--- src/rtl/hdmi_pkg.sv ---
// Shared constants for the 640x480 DVI test-pattern source: video timing,
// TMDS control tokens, the clock-lane pattern and the colour-bar lookup.
package hdmi_pkg;

  localparam int H_ACTIVE = 640;
  localparam int H_FP     = 16;
  localparam int H_SYNC   = 96;
  localparam int H_BP     = 48;
  localparam int H_TOTAL  = H_ACTIVE + H_FP + H_SYNC + H_BP;
  localparam int HSYNC_START = H_ACTIVE + H_FP;
  localparam int HSYNC_END   = HSYNC_START + H_SYNC;

  localparam int V_ACTIVE = 480;
  localparam int V_FP     = 10;
  localparam int V_SYNC   = 2;
  localparam int V_BP     = 33;
  localparam int V_TOTAL  = V_ACTIVE + V_FP + V_SYNC + V_BP;
  localparam int VSYNC_START = V_ACTIVE + V_FP;
  localparam int VSYNC_END   = VSYNC_START + V_SYNC;

  localparam int BAR_WIDTH = H_ACTIVE / 8;

  localparam logic [9:0] CTRL_00 = 10'h354;
  localparam logic [9:0] CTRL_01 = 10'h0AB;
  localparam logic [9:0] CTRL_10 = 10'h154;
  localparam logic [9:0] CTRL_11 = 10'h2AB;

  localparam logic [9:0] CLK_PATTERN = 10'b0000011111;

  typedef struct packed {
    logic r;
    logic g;
    logic b;
  } rgb_t;

  // White, yellow, cyan, green, magenta, red, blue, black.
  function automatic rgb_t bar_rgb(input logic [2:0] bar);
    rgb_t col;
    case (bar)
      3'd0:    col = rgb_t'(3'b111);
      3'd1:    col = rgb_t'(3'b110);
      3'd2:    col = rgb_t'(3'b011);
      3'd3:    col = rgb_t'(3'b010);
      3'd4:    col = rgb_t'(3'b101);
      3'd5:    col = rgb_t'(3'b100);
      3'd6:    col = rgb_t'(3'b001);
      default: col = rgb_t'(3'b000);
    endcase
    return col;
  endfunction

endpackage

--- src/rtl/tmds_encoder_8b10b.sv ---
// DVI 8b/10b channel encoder: transition-minimising stage, DC balancing with
// a signed running disparity, and control tokens during blanking.
module tmds_encoder_8b10b
  import hdmi_pkg::*;
#(
  parameter int DATA_W = 8
) (
  input  logic              clk,
  input  logic              reset,
  input  logic              ce,
  input  logic              de,
  input  logic [DATA_W-1:0] d,
  input  logic [1:0]        c,
  output logic [DATA_W+1:0] q
);

  localparam int CNT_W = $clog2(DATA_W + 1);

  function automatic logic [CNT_W-1:0] ones(input logic [DATA_W-1:0] v);
    logic [CNT_W-1:0] n;
    n = '0;
    for (int i = 0; i < DATA_W; i++) n = n + CNT_W'(v[i]);
    return n;
  endfunction

  function automatic logic [DATA_W:0] min_transition(input logic [DATA_W-1:0] v,
                                                     input logic use_xnor);
    logic [DATA_W:0] m;
    m = '0;
    m[0] = v[0];
    for (int i = 1; i < DATA_W; i++)
      m[i] = use_xnor ? ~(m[i-1] ^ v[i]) : (m[i-1] ^ v[i]);
    m[DATA_W] = ~use_xnor;
    return m;
  endfunction

  function automatic logic [DATA_W+1:0] ctrl_token(input logic [1:0] cw);
    case (cw)
      2'b00:   return CTRL_00;
      2'b01:   return CTRL_01;
      2'b10:   return CTRL_10;
      default: return CTRL_11;
    endcase
  endfunction

  logic [CNT_W-1:0]   n1_d, n1_q;
  logic               use_xnor;
  logic [DATA_W:0]    q_m;
  logic signed [5:0]  ones_minus_zeros;
  logic signed [5:0]  disp_p0, disp_nxt;
  logic [DATA_W+1:0]  q_nxt;

  assign n1_d     = ones(d);
  assign use_xnor = (n1_d > CNT_W'(DATA_W / 2)) ||
                    ((n1_d == CNT_W'(DATA_W / 2)) && !d[0]);
  assign q_m      = min_transition(d, use_xnor);
  assign n1_q     = ones(q_m[DATA_W-1:0]);
  assign ones_minus_zeros = $signed(6'({n1_q, 1'b0})) - $signed(6'(DATA_W));

  always_comb begin
    q_nxt    = '0;
    disp_nxt = disp_p0;
    if (!de) begin
      q_nxt    = ctrl_token(c);
      disp_nxt = 6'sd0;
    end else if (disp_p0 == 6'sd0 || ones_minus_zeros == 6'sd0) begin
      q_nxt    = {~q_m[DATA_W], q_m[DATA_W],
                  q_m[DATA_W] ? q_m[DATA_W-1:0] : ~q_m[DATA_W-1:0]};
      disp_nxt = q_m[DATA_W] ? disp_p0 + ones_minus_zeros
                             : disp_p0 - ones_minus_zeros;
    end else if ((disp_p0 > 6'sd0 && ones_minus_zeros > 6'sd0) ||
                 (disp_p0 < 6'sd0 && ones_minus_zeros < 6'sd0)) begin
      q_nxt    = {1'b1, q_m[DATA_W], ~q_m[DATA_W-1:0]};
      disp_nxt = disp_p0 + (q_m[DATA_W] ? 6'sd2 : 6'sd0) - ones_minus_zeros;
    end else begin
      q_nxt    = {1'b0, q_m[DATA_W], q_m[DATA_W-1:0]};
      disp_nxt = disp_p0 - (q_m[DATA_W] ? 6'sd0 : 6'sd2) + ones_minus_zeros;
    end
  end

  // Stage p0: symbol and disparity commit once per pixel.
  always_ff @(posedge clk) begin
    if (reset)   disp_p0 <= 6'sd0;
    else if (ce) disp_p0 <= disp_nxt;
  end

  always_ff @(posedge clk) begin
    if (ce) q <= q_nxt;
  end

endmodule

--- src/rtl/hdmi_encoder.sv ---
// 640x480 colour-bar DVI source running on the TMDS bit clock: timing,
// pattern, three channel encoders and four 10:1 serialisers.
module hdmi_encoder
  import hdmi_pkg::*;
#(
  parameter int V_ACT   = V_ACTIVE,
  parameter int V_FRONT = V_FP,
  parameter int V_SW    = V_SYNC,
  parameter int V_BACK  = V_BP
) (
  input  logic       clk,
  input  logic       reset,
  output logic       DE,
  output logic [3:0] tmds
);

  localparam int V_TOT    = V_ACT + V_FRONT + V_SW + V_BACK;
  localparam int VS_START = V_ACT + V_FRONT;
  localparam int VS_END   = VS_START + V_SW;

  logic [3:0]       bit_cnt;
  logic             pix_ce, enc_ce;
  logic [9:0]       h_cnt, v_cnt;
  logic             active, hsync, vsync;
  logic [2:0]       bar;
  rgb_t             rgb;
  logic [9:0]       sym_b_p0, sym_g_p0, sym_r_p0;
  logic             vld_p0, vld_p1;
  logic [3:0][9:0]  sh_p1;

  // Encoders commit one clock before the serialisers load, so the symbol for
  // the current h_cnt is ready exactly at pix_ce.
  assign pix_ce = (bit_cnt == 4'd9);
  assign enc_ce = (bit_cnt == 4'd8);

  always_ff @(posedge clk) begin
    if (reset) begin
      bit_cnt <= '0;
      h_cnt   <= '0;
      v_cnt   <= '0;
    end else begin
      bit_cnt <= pix_ce ? 4'd0 : bit_cnt + 4'd1;
      if (pix_ce) begin
        if (h_cnt == 10'(H_TOTAL - 1)) begin
          h_cnt <= '0;
          v_cnt <= (v_cnt == 10'(V_TOT - 1)) ? '0 : v_cnt + 10'd1;
        end else begin
          h_cnt <= h_cnt + 10'd1;
        end
      end
    end
  end

  assign active = (h_cnt < 10'(H_ACTIVE)) && (v_cnt < 10'(V_ACT));
  assign hsync  = !((h_cnt >= 10'(HSYNC_START)) && (h_cnt < 10'(HSYNC_END)));
  assign vsync  = !((v_cnt >= 10'(VS_START)) && (v_cnt < 10'(VS_END)));
  assign bar    = 3'(h_cnt / 10'(BAR_WIDTH));
  assign rgb    = bar_rgb(bar);

  // hsync is the upper control bit, so an hsync-only pulse emits 0x0AB.
  tmds_encoder_8b10b u_enc_b (
    .clk(clk), .reset(reset), .ce(enc_ce), .de(active),
    .d({8{rgb.b}}), .c({hsync, vsync}), .q(sym_b_p0)
  );

  tmds_encoder_8b10b u_enc_g (
    .clk(clk), .reset(reset), .ce(enc_ce), .de(active),
    .d({8{rgb.g}}), .c(2'b00), .q(sym_g_p0)
  );

  tmds_encoder_8b10b u_enc_r (
    .clk(clk), .reset(reset), .ce(enc_ce), .de(active),
    .d({8{rgb.r}}), .c(2'b00), .q(sym_r_p0)
  );

  always_ff @(posedge clk) begin
    if (reset)       vld_p0 <= 1'b0;
    else if (enc_ce) vld_p0 <= active;
  end

  // Stage p1: all four lanes load together and shift out LSB first.
  always_ff @(posedge clk) begin
    if (reset) begin
      vld_p1 <= 1'b0;
      sh_p1  <= '0;
    end else if (pix_ce) begin
      vld_p1 <= vld_p0;
      sh_p1  <= {CLK_PATTERN, sym_r_p0, sym_g_p0, sym_b_p0};
    end else begin
      for (int l = 0; l < 4; l++) sh_p1[l] <= {1'b0, sh_p1[l][9:1]};
    end
  end

  assign DE   = vld_p1;
  assign tmds = {sh_p1[3][0], sh_p1[2][0], sh_p1[1][0], sh_p1[0][0]};

endmodule

--- config.mk ---
export PLATFORM = sky130hd
export DESIGN_NAME = hdmi_encoder
export DESIGN_NICKNAME = d
export VERILOG_FILES = /design/src/rtl/hdmi_pkg.sv /design/src/rtl/tmds_encoder_8b10b.sv /design/src/rtl/hdmi_encoder.sv
export SDC_FILE = /design/constraint.sdc
export NUM_CORES = 1
export LEC_CHECK = 0
export CORE_AREA = 2 2 126 128
export CTS_CLUSTER_DIAMETER = 200
export DETAILED_ROUTE_END_ITERATION = 10
export DIE_AREA = 0 0 128 130
export PLACE_DENSITY = 0.73
export SKIP_LAST_GASP = 1
export SLEW_MARGIN = 20
export SYNTH_ARGS = -nofsm -noshare
export SYNTH_HDL_FRONTEND = slang
export SYNTH_HIERARCHICAL = 1
export SYNTH_SLANG_ARGS = --single-unit
--- constraint.sdc ---
create_clock -name clk -period 33.1 [get_ports clk]
set_input_delay 6.62 -clock clk [delete_from_list [all_inputs] [get_ports clk]]
set_output_delay 6.62 -clock clk [all_outputs]
set_load 0.01 [all_outputs]
**Word level (Yosys, flattened, before mapping)**

Index checks and enable logic that the tools add are counted.

- Flip-flop bits (word level): 113
- Input bits: 2
- Output and inout port bits: 5

- Equality and inequality tests: 15
- Div/mod/pow operators: 1
- Reduce and logical (&&, ||, !) cells: 37
- Order comparisons: 21
- Add/sub/neg operators: 66
- Bitwise logic cells: 43
- Multiplexer cells: 54

Operators with widths:

| operator | number |
|---|---|
| 4-bit by 1-bit adder with 4-bit output | 36 |
| 10-bit two-way mux | 9 |
| 6-bit two-way mux | 12 |
| 6-bit adder | 9 |
| 6-bit subtractor | 9 |
| 6-bit by 1-bit greater-than comparator with 1-bit output, second input constant | 6 |
| 6-bit logical NOT | 6 |
| 6-bit by 1-bit < comparator with 1-bit output, second input constant | 6 |
| 35-bit two-way mux | 1 |
| 10-bit one-hot mux with 3 select lines | 1 |
| 8-bit two-way mux | 3 |
| 8-bit NOT | 3 |
| 1-bit NOT | 22 |
| 1-bit two-way mux | 21 |
| 3-bit one-hot mux with 7 select lines | 1 |
| 10-bit by 1-bit adder with 10-bit output, second input constant | 2 |
| 10-bit == test, second input constant | 2 |
| 10-bit < comparator, second input constant | 2 |
| 10-bit by 9-bit < comparator with 1-bit output, second input constant | 2 |
| 5-bit by 4-bit subtractor with 6-bit output, second input constant | 3 |
| 1-bit bitwise XOR | 18 |
| 1-bit by 1-bit adder with 2-bit output | 6 |
| 4-bit by 3-bit == test with 1-bit output, second input constant | 3 |
| 4-bit by 3-bit greater-than comparator with 1-bit output, second input constant | 3 |
| other kinds (18) | 51 |

**Logic depth before layout (Yosys ltp)**

Gate-level depths: netlist (run 1).

- Word-level depth: 40
- Gate-level depth with buffers: 35

**Hierarchy**

The synthesis (run 1) kept the hierarchy.

Modules (own cells, without submodules):

| module | cells each | times used | seq. area each (um2) | area an instance (um2) |
|---|---|---|---|---|
| tmds_encoder_8b10b (u_enc_g ...) | 226 | 2 | 400.4 | 2162.1 |
| hdmi_encoder | 335 | 1 | 1221.2 | 2681.3 |
| tmds_encoder_8b10b (u_enc_b) | 226 | 1 | 400.4 | 2122.0 |

**Worst setup path after synthesis (run 1)**

OpenSTA, ideal clock, no wires.

- Kind: register -> register
- From: register h_cnt[5]
- To: register u_enc_b.disp_p0[5]
- Clock period less this slack: 10.488 ns
- Required time: 32.984 ns
- Buffers on the path: 2
- Setup slack: 22.612 ns
- Setup time: 0.116 ns
- Arrival: 10.373 ns
- Stages on the path, launching flop included: 36
- Path through: dfxtp_1 > clkbuf_1 > nor2b_1 > o2bb2ai_1 > o22ai_1 > a221oi_1 > fa_1 > inv_1 > fa_1 > inv_1 > ha_1 > fa_1 > nor3b_2 > o21ai_0 > mux2_2 > buf_1 > xnor2_1 > fa_1 > fa_1 > inv_1 > fa_1 > ha_1 > inv_1 > fa_1 > xnor2_1 > ha_1 > inv_1 > ha_1 > inv_1 > ha_1 > a21oi_1 > and3_1 > o21ai_1 > o21a_1 > o211a_1 > and3_1

RTL lines:

| item | line | source |
|---|---|---|
| start: declaration | hdmi_encoder.sv:23 | `logic [9:0] h_cnt, v_cnt;` |
| start signal: assignment | hdmi_encoder.sv:48 | `h_cnt <= h_cnt + 10'd1;` |
| end signal: assignment | tmds_encoder_8b10b.sv:84 | `else if (ce) disp_p0 <= disp_nxt;` |
| end: declaration | tmds_encoder_8b10b.sv:50 | `logic signed [5:0] disp_p0, disp_nxt;` |

==> impl_metrics.py, run 1 <==
metrics = {
    "route": {
        "vias": 6542,
        "post-route-drc-count": 0,
        "drt_wl_total_mm": 16.6,
        "drt_iter0_drc": 390,
        "via_per_inst": 5.44,
        "wl_per_cell_um": 13.8,
        "ant_nets": 0,
        "firstDrtPassIters": 5,
    },
    "sta": {
        "finalSetupTns_ns": 0,
        "finClkSkew_ns": 0.00811,
        "slew_viol_final": 0,
        "whs_ns": 0.439,
        "fin_crit_ns": 9.52,
        "rsz0062_at_grt": "false",
        "tightest_slew_ns": 1.04,
        "fin_ws_ns": 23.58,
        "clock.fmax_ghz": 0.105,
        "period_share_pct": 28.8,
        "finalHoldViolCount": 0,
        "setup_viol": 0,
        "relSlewSlack_pct": 30.1,
    },
    "power_and_ir_drop": {
        "swShare_pct": 22.2,
        "power_density_nw_per_um2": 27.0,
        "cellInternalPower_mw": 0.202,
        "p_leak_nw": 4.13,
        "pwr-share-seq_pct": 51.4,
        "vdd_drop_max_uv": 23.7,
        "power_switching_mw": 0.0578,
        "pwr-share-comb_pct": 2.7,
        "clkPwrFrac_pct": 46.0,
        "p_total_mw": 0.260,
    },
    "cts": {
        "cts_buffers": 9,
        "clk_latency_ns": 0.36,
        "cts-hold-fix-buffers": 0,
        "cts.path.max_buffers": 2,
        "cts.sinks": 106,
        "cts_root_buf": "clkbuf_16",
        "tritoncts": "done",
        "postCtsSetupBuffers": 0,
        "clk_pin_slew_worst_paths_ns": 0.08,
        "post_cts_resized": 0,
        "htree_levels": 3,
    },
    "job": {
        "drv_cap": 0,
    },
    "floorplan": {
        "initial_core_util_pct": 59.2,
        "die_area_um2": 16600,
        "coreArea_um2": 15400,
        "die_h_um": 130,
        "placementRows": 46,
        "die_x_um": 128,
        "io_pins": 7,
    },
    "setup_path": {
        "cpPeakStageDelay_ns": 0.76,
        "worstSetupPathType": "register to register",
        "cp_top_family": "adder cells",
        "slowest_stage": "a31oi_1",
        "startpoint_type": "register",
        "endpoint_kind": "register",
        "cpMostUsedCell": "fa_1",
        "cp.arrival_ns": 9.60,
        "crit_fanout": 18,
        "crit_buf_inv": 6,
        "worstPathRequired_ns": 33.18,
    },
    "placement": {
        "portBuffers": 6,
        "hpwl_mm": 12.0,
        "place_ws_ns": 23.64,
        "gp_congestion": 0.852,
        "postPlaceCellArea_um2": 9270,
    },
    "yosys": {
        "synth_seq_area_share_pct": 26.5,
        "ys.flop_type": "dfxtp_1",
        "synth_edf_count": 30,
        "synthDistinctLibCells": 71,
        "syn_area_um2": 9130,
        "synthCells": 1013,
        "ys_ff_latch": 106,
        "async_reset_ff_share_pct": 0,
        "avgSynthCellArea_um2": 9.01,
        "ys_warn_count": 6,
    },
    "finish": {
        "num_antenna_cells": 0,
        "fill_cells": 1295,
        "postLayoutCellArea_um2": 9620,
        "synthToLayoutAreaGrowth_pct": 5.35,
        "fin_nets": 1149,
        "drive_gt1_share_pct": 6.83,
    },
    "grt": {
        "antenna_found_initial": 0,
        "grt_max_degree": 62,
        "grt_pass1_wl_mm": 28.2,
        "track_usage_pct": 20.8,
        "overflow": 0,
        "grt_pass1_vias": 6121,
    },
    "min_path": {
        "hold_class": "register to register",
    },
    "run_status": {
        "status": "finished, final reports clean",
    },
}
==> cell usage in the layout (no fill, tap or decap), types with 5 or more instances in the layout <==
master / instances
clkdlybuf4s50_1: 5
nand2_1: 107
a21o_1: 36
inv_1: 116
conb_1: 12
nor3_1: 19
ha_1: 103
xor2_1: 25
mux2i_1: 6
a211oi_1: 5
mux2_2: 7
buf_4: 8
or3_1: 7
nor2_1: 48
o2111ai_1: 6
o211ai_1: 6
o21ai_0: 24
nand4_1: 9
or4_1: 6
edfxtp_1: 30
and2_1: 6
dfxtp_1: 76
a21oi_1: 93
and3_1: 6
fa_1: 39
nand3_1: 15
xnor2_1: 71
nand2b_1: 14
clkbuf_16: 12
==> layer usage <==
metal,wire length (um),vias up,global-route usage [%],part of all wire (%)
met4,173,0,5.62,1.0
met3,481,14,2.95,2.9
met5,0,-,0,0
met1,8000,3067,27.8,48
li1,-,3366,-,-
met2,7940,95,35.6,48
==> area by class of cell <==
cell class,instances,area (um2),area share [%]
Tap cell,192,240,2.50
Timing Repair Buffer,14,115,1.20
Clock buffer,12,300,3.12
Inverter,118,443,4.61
Clock inverter,4,45.0,0.468
Sequential cell,106,2420,25.2
Multi-Input combinational cell,756,6050,62.9
==> logic make-up after synthesis <==
kind of cell | Yosys count | share of synthesized area, %
other cells | 1 | 0.0411
flops | 106 | 26.5
compound gates | 211 | 15.1
xor+xnor | 102 | 10.3
simple gates | 273 | 15.2
mux | 16 | 2.26
fa+ha+maj | 142 | 22.7
buf+inv | 162 | 7.90
==> sequential cells by signal, indices dropped and copies added, names as in the netlist <==
name,flops
u_enc_g/q,10
u_enc_b/disp_p0,5
vld_p0,1
bit_cnt,4
tmds,4
u_enc_g/disp_p0,5
sh_p1,31
h_cnt,10
u_enc_r/q,10
DE,1
u_enc_b/q,10
v_cnt,10
u_enc_r/disp_p0,5
==> Yosys cell counts (4+ instances only) <==
library cell,count,area (um2)
o211ai_1,6,45.0
mux2_2,7,78.8
a211oi_1,5,37.5
o2111ai_1,6,52.6
xor2_1,25,219
nor2_1,48,180
a21oi_1,94,470
buf_6,8,90.1
and3_1,6,37.5
or3_1,7,43.8
nor3_1,20,100
nand2b_1,14,87.6
xnor2_2,4,65.1
a21o_1,36,270
nor2b_1,4,25.0
and2_1,6,37.5
o21a_1,4,30.0
xnor2_1,71,622
edfxtp_1,30,901
nand4_1,9,56.3
nand2_1,107,402
o211a_1,4,40.0
mux2i_1,6,60.1
clkbuf_1,23,86.3
fa_1,39,781
and3b_1,5,43.8
dfxtp_1,76,1520
or4_1,6,45.0
nand3_1,15,75.1
inv_1,116,435
o21ai_0,24,120
buf_4,5,37.5
a31oi_1,4,25.0
ha_1,103,1290
==> power by group through the flow <==
stage                     Combinational (mW)  Clock (mW)  Sequential [mW]
after detailed placement             0.00671           0            0.137
after CTS                            0.00676       0.122            0.134
after global routing                 0.00790       0.127            0.134
after floorplan                      0.00555           0            0.136
after global placement               0.00661           0            0.137
final                                0.00693       0.120            0.134
==> path summary, 6_finish.rpt <==
kind	from	cells after the start	slack, ns	to
max	h_cnt[7]$_SDFFE_PP0P_	31	23.58	u_enc_b/q[2]$_DFFE_PP_
min	sh_p1[18]$_SDFF_PP0_	2	0.44	sh_p1[17]$_SDFF_PP0_
max reg2reg	h_cnt[7]$_SDFFE_PP0P_	31	23.58	u_enc_b/q[2]$_DFFE_PP_
min reg2reg	sh_p1[18]$_SDFF_PP0_	2	0.44	sh_p1[17]$_SDFF_PP0_
==> per-stage QoR <==
stage / std cells / util, %
final: 1202 / 62.3
after global placement: 1186 / 60.1
after detailed placement: 1186 / 60.1
after floorplan: 1024 / -
after CTS: 1202 / 62.3
after global routing: 1202 / 62.3
==> worst register-to-register path: cells and delay by family (launching register included) <==
family                   cells  cell delay (ns)
adder cells (fa/ha/maj)     11             4.25
AO/OA/AOI/OAI                7             1.81
AND/OR/NAND/NOR              3             0.81
XOR/XNOR                     3             0.81
buffers and inverters        6             0.60
flip-flops                   1             0.53
multiplexers                 1             0.44
Power figures use the tool's default switching activity.
==> inputs of run 2 (changes only) <==
clock period = 9.1 ns   (was 33.1 ns; I/O delays follow)
==> impl_metrics.py, run 2 (synthesized netlist as in run 1, its figures left out) <==
metrics = {
    "route": {
        "dr_wl_met2_mm": 8.06,
        "via_per_inst": 5.38,
        "post-route-drc-count": 0,
        "drt_wl_total_mm": 16.2,
        "highest_layer": "met4",
        "ant_nets": 0,
        "wl_per_cell_um": 13.4,
        "firstDrtPassIters": 5,
        "drt_iter0_drc": 315,
        "vias": 6531,
        "wl_met3_um": 366,
        "drt-met1-wl_mm": 7.63,
    },
    "setup_path": {
        "cpPeakStageDelay_ns": 0.56,
        "worstSetupPathType": "register to register",
        "cp.arrival_ns": 8.87,
        "startpoint_type": "register",
        "worstPathRequired_ns": 9.35,
        "crit_fanout": 18,
        "slowest_stage": "fa_1",
        "endpoint_kind": "register",
    },
    "power_and_ir_drop": {
        "cellInternalPower_mw": 0.699,
        "power_density_nw_per_um2": 91.8,
        "power_switching_mw": 0.195,
        "swShare_pct": 21.8,
        "pwr-share-seq_pct": 54.3,
        "vdd_drop_max_uv": 90.3,
        "clkPwrFrac_pct": 42.9,
        "pwr-share-comb_pct": 2.8,
        "p_leak_nw": 4.21,
    },
    "finish": {
        "final_cell_mix": "inv_1, nand2_1, ha_1, a21oi_1, dfxtp_1",
        "fill_cells": 1287,
        "num_antenna_cells": 0,
        "layout_commonest_cell": "inv_1",
        "synthToLayoutAreaGrowth_pct": 6.72,
        "largest_reg_flops": 31,
        "fin_nets": 1162,
        "final_cell_count_no_fill": 1215,
        "top_register": "sh_p1",
        "drive_gt1_share_pct": 8.90,
    },
    "cts": {
        "clk_pin_slew_worst_paths_ns": 0.07,
        "htree_levels": 3,
        "cts.path.max_buffers": 2,
        "cts.sinks": 106,
        "cts_root_buf": "clkbuf_16",
        "tritoncts": "done",
        "cts-hold-fix-buffers": 0,
        "cts_buffers": 9,
        "clk_latency_ns": 0.36,
    },
    "sta": {
        "period_share_pct": 94.7,
        "rsz0062_at_grt": "true",
        "finalHoldViolCount": 0,
        "setup_viol": 0,
        "finClkSkew_ns": 0.00991,
        "clock.fmax_ghz": 0.116,
        "relSlewSlack_pct": 55.0,
        "fin_crit_ns": 8.62,
        "tightest_slew_ns": 0.675,
        "whs_ns": 0.436,
        "slew_viol_final": 0,
    },
    "grt": {
        "grt_pass1_vias": 6120,
        "overflow": 0,
        "grt_pass1_wl_mm": 28.0,
        "grt_max_degree": 62,
        "track_usage_pct": 20.5,
        "antenna_found_initial": 0,
    },
    "placement": {
        "hpwl_mm": 11.9,
        "portBuffers": 6,
        "numPlacedInstances": 1197,
        "gp_congestion": 0.833,
    },
    "floorplan": {
        "placementRows": 46,
        "die_area_um2": 16600,
        "die_h_um": 130,
        "initial_core_util_pct": 59.2,
        "io_pins": 7,
        "coreArea_um2": 15400,
        "die_x_um": 128,
    },
    "job": {
        "drv_cap": 0,
    },
    "run_status": {
        "status": "finished, final reports clean",
    },
    "min_path": {
        "hold_class": "register to register",
    },
}
-- run 2: cell count changes in the layout (fill, tap and decap cells not counted), sizes merged --
cell,previous run,this run
clkinv,1,0
inv,121,122
buf,9,22
-- run 2: through the flow --
stage | TNS, ns | setup slack (ns) | utilization (%) | power (mW) | area (um2)
detailed placement | 0 | 0.105 | 60.7 | 0.521 | 9360
global placement | 0 | 0.267 | 60.7 | 0.521 | 9360
global route | -0.0391 | -0.0271 | 63.1 | 0.923 | 9740
finish | 0 | 0.480 | 63.1 | 0.895 | 9740
floorplan | -0.0516 | -0.0516 | - | 0.517 | 9200
CTS | 0 | 0.0562 | 62.6 | 0.903 | 9650
-- run 2: per-layer routing --
metal	GRT usage, %	up-vias
met3	2.95	12
li1	-	3405
met2	35.5	69
met4	6.14	0
met5	0	-
met1	26.9	3045
-- run 2: final timing paths --
path	start	to	slack, ns	depth (start not counted)
min	sh_p1[13]$_SDFF_PP0_	sh_p1[12]$_SDFF_PP0_	0.44	2
max reg2reg	h_cnt[5]$_SDFFE_PP0P_	u_enc_r/disp_p0[5]$_SDFFE_PP0P_	0.48	34
min reg2reg	sh_p1[13]$_SDFF_PP0_	sh_p1[12]$_SDFF_PP0_	0.44	2
max	h_cnt[5]$_SDFFE_PP0P_	u_enc_r/disp_p0[5]$_SDFFE_PP0P_	0.48	34
-- run 2: repair_timing --
action,in CTS,in global routing
hold endpoints to repair,0,0
setup endpoints to repair,0,34
setup buffers,0,2
resized for setup,0,21
-- run 2: area by class of cell --
class	instances	area, um2	area share, %
Clock buffer	12	258	2.65
Clock inverter	4	32.5	0.334
Inverter	118	443	4.55
Multi-Input combinational cell	756	6110	62.8
Sequential cell	106	2430	24.9
Tap cell	192	240	2.47
Timing Repair Buffer	27	225	2.31
-- run 2: power groups by stage --
stage	logic, mW	clock network [mW]	registers [mW]
final	0.0252	0.384	0.486
after global routing	0.0287	0.408	0.486
after CTS	0.0246	0.393	0.486
after detailed placement	0.0245	0	0.497
after global placement	0.0243	0	0.497
after floorplan	0.0202	0	0.496
-- run 2: critical path, delay by kind of cell, from the launching register on --
kind / cells / cell delay, ns
mux: 1 / 0.31
simple gates: 6 / 1.27
fa+ha+maj: 12 / 4.64
buf+inv: 7 / 0.62
xor+xnor: 2 / 0.39
compound gates: 6 / 0.88
flops: 1 / 0.38
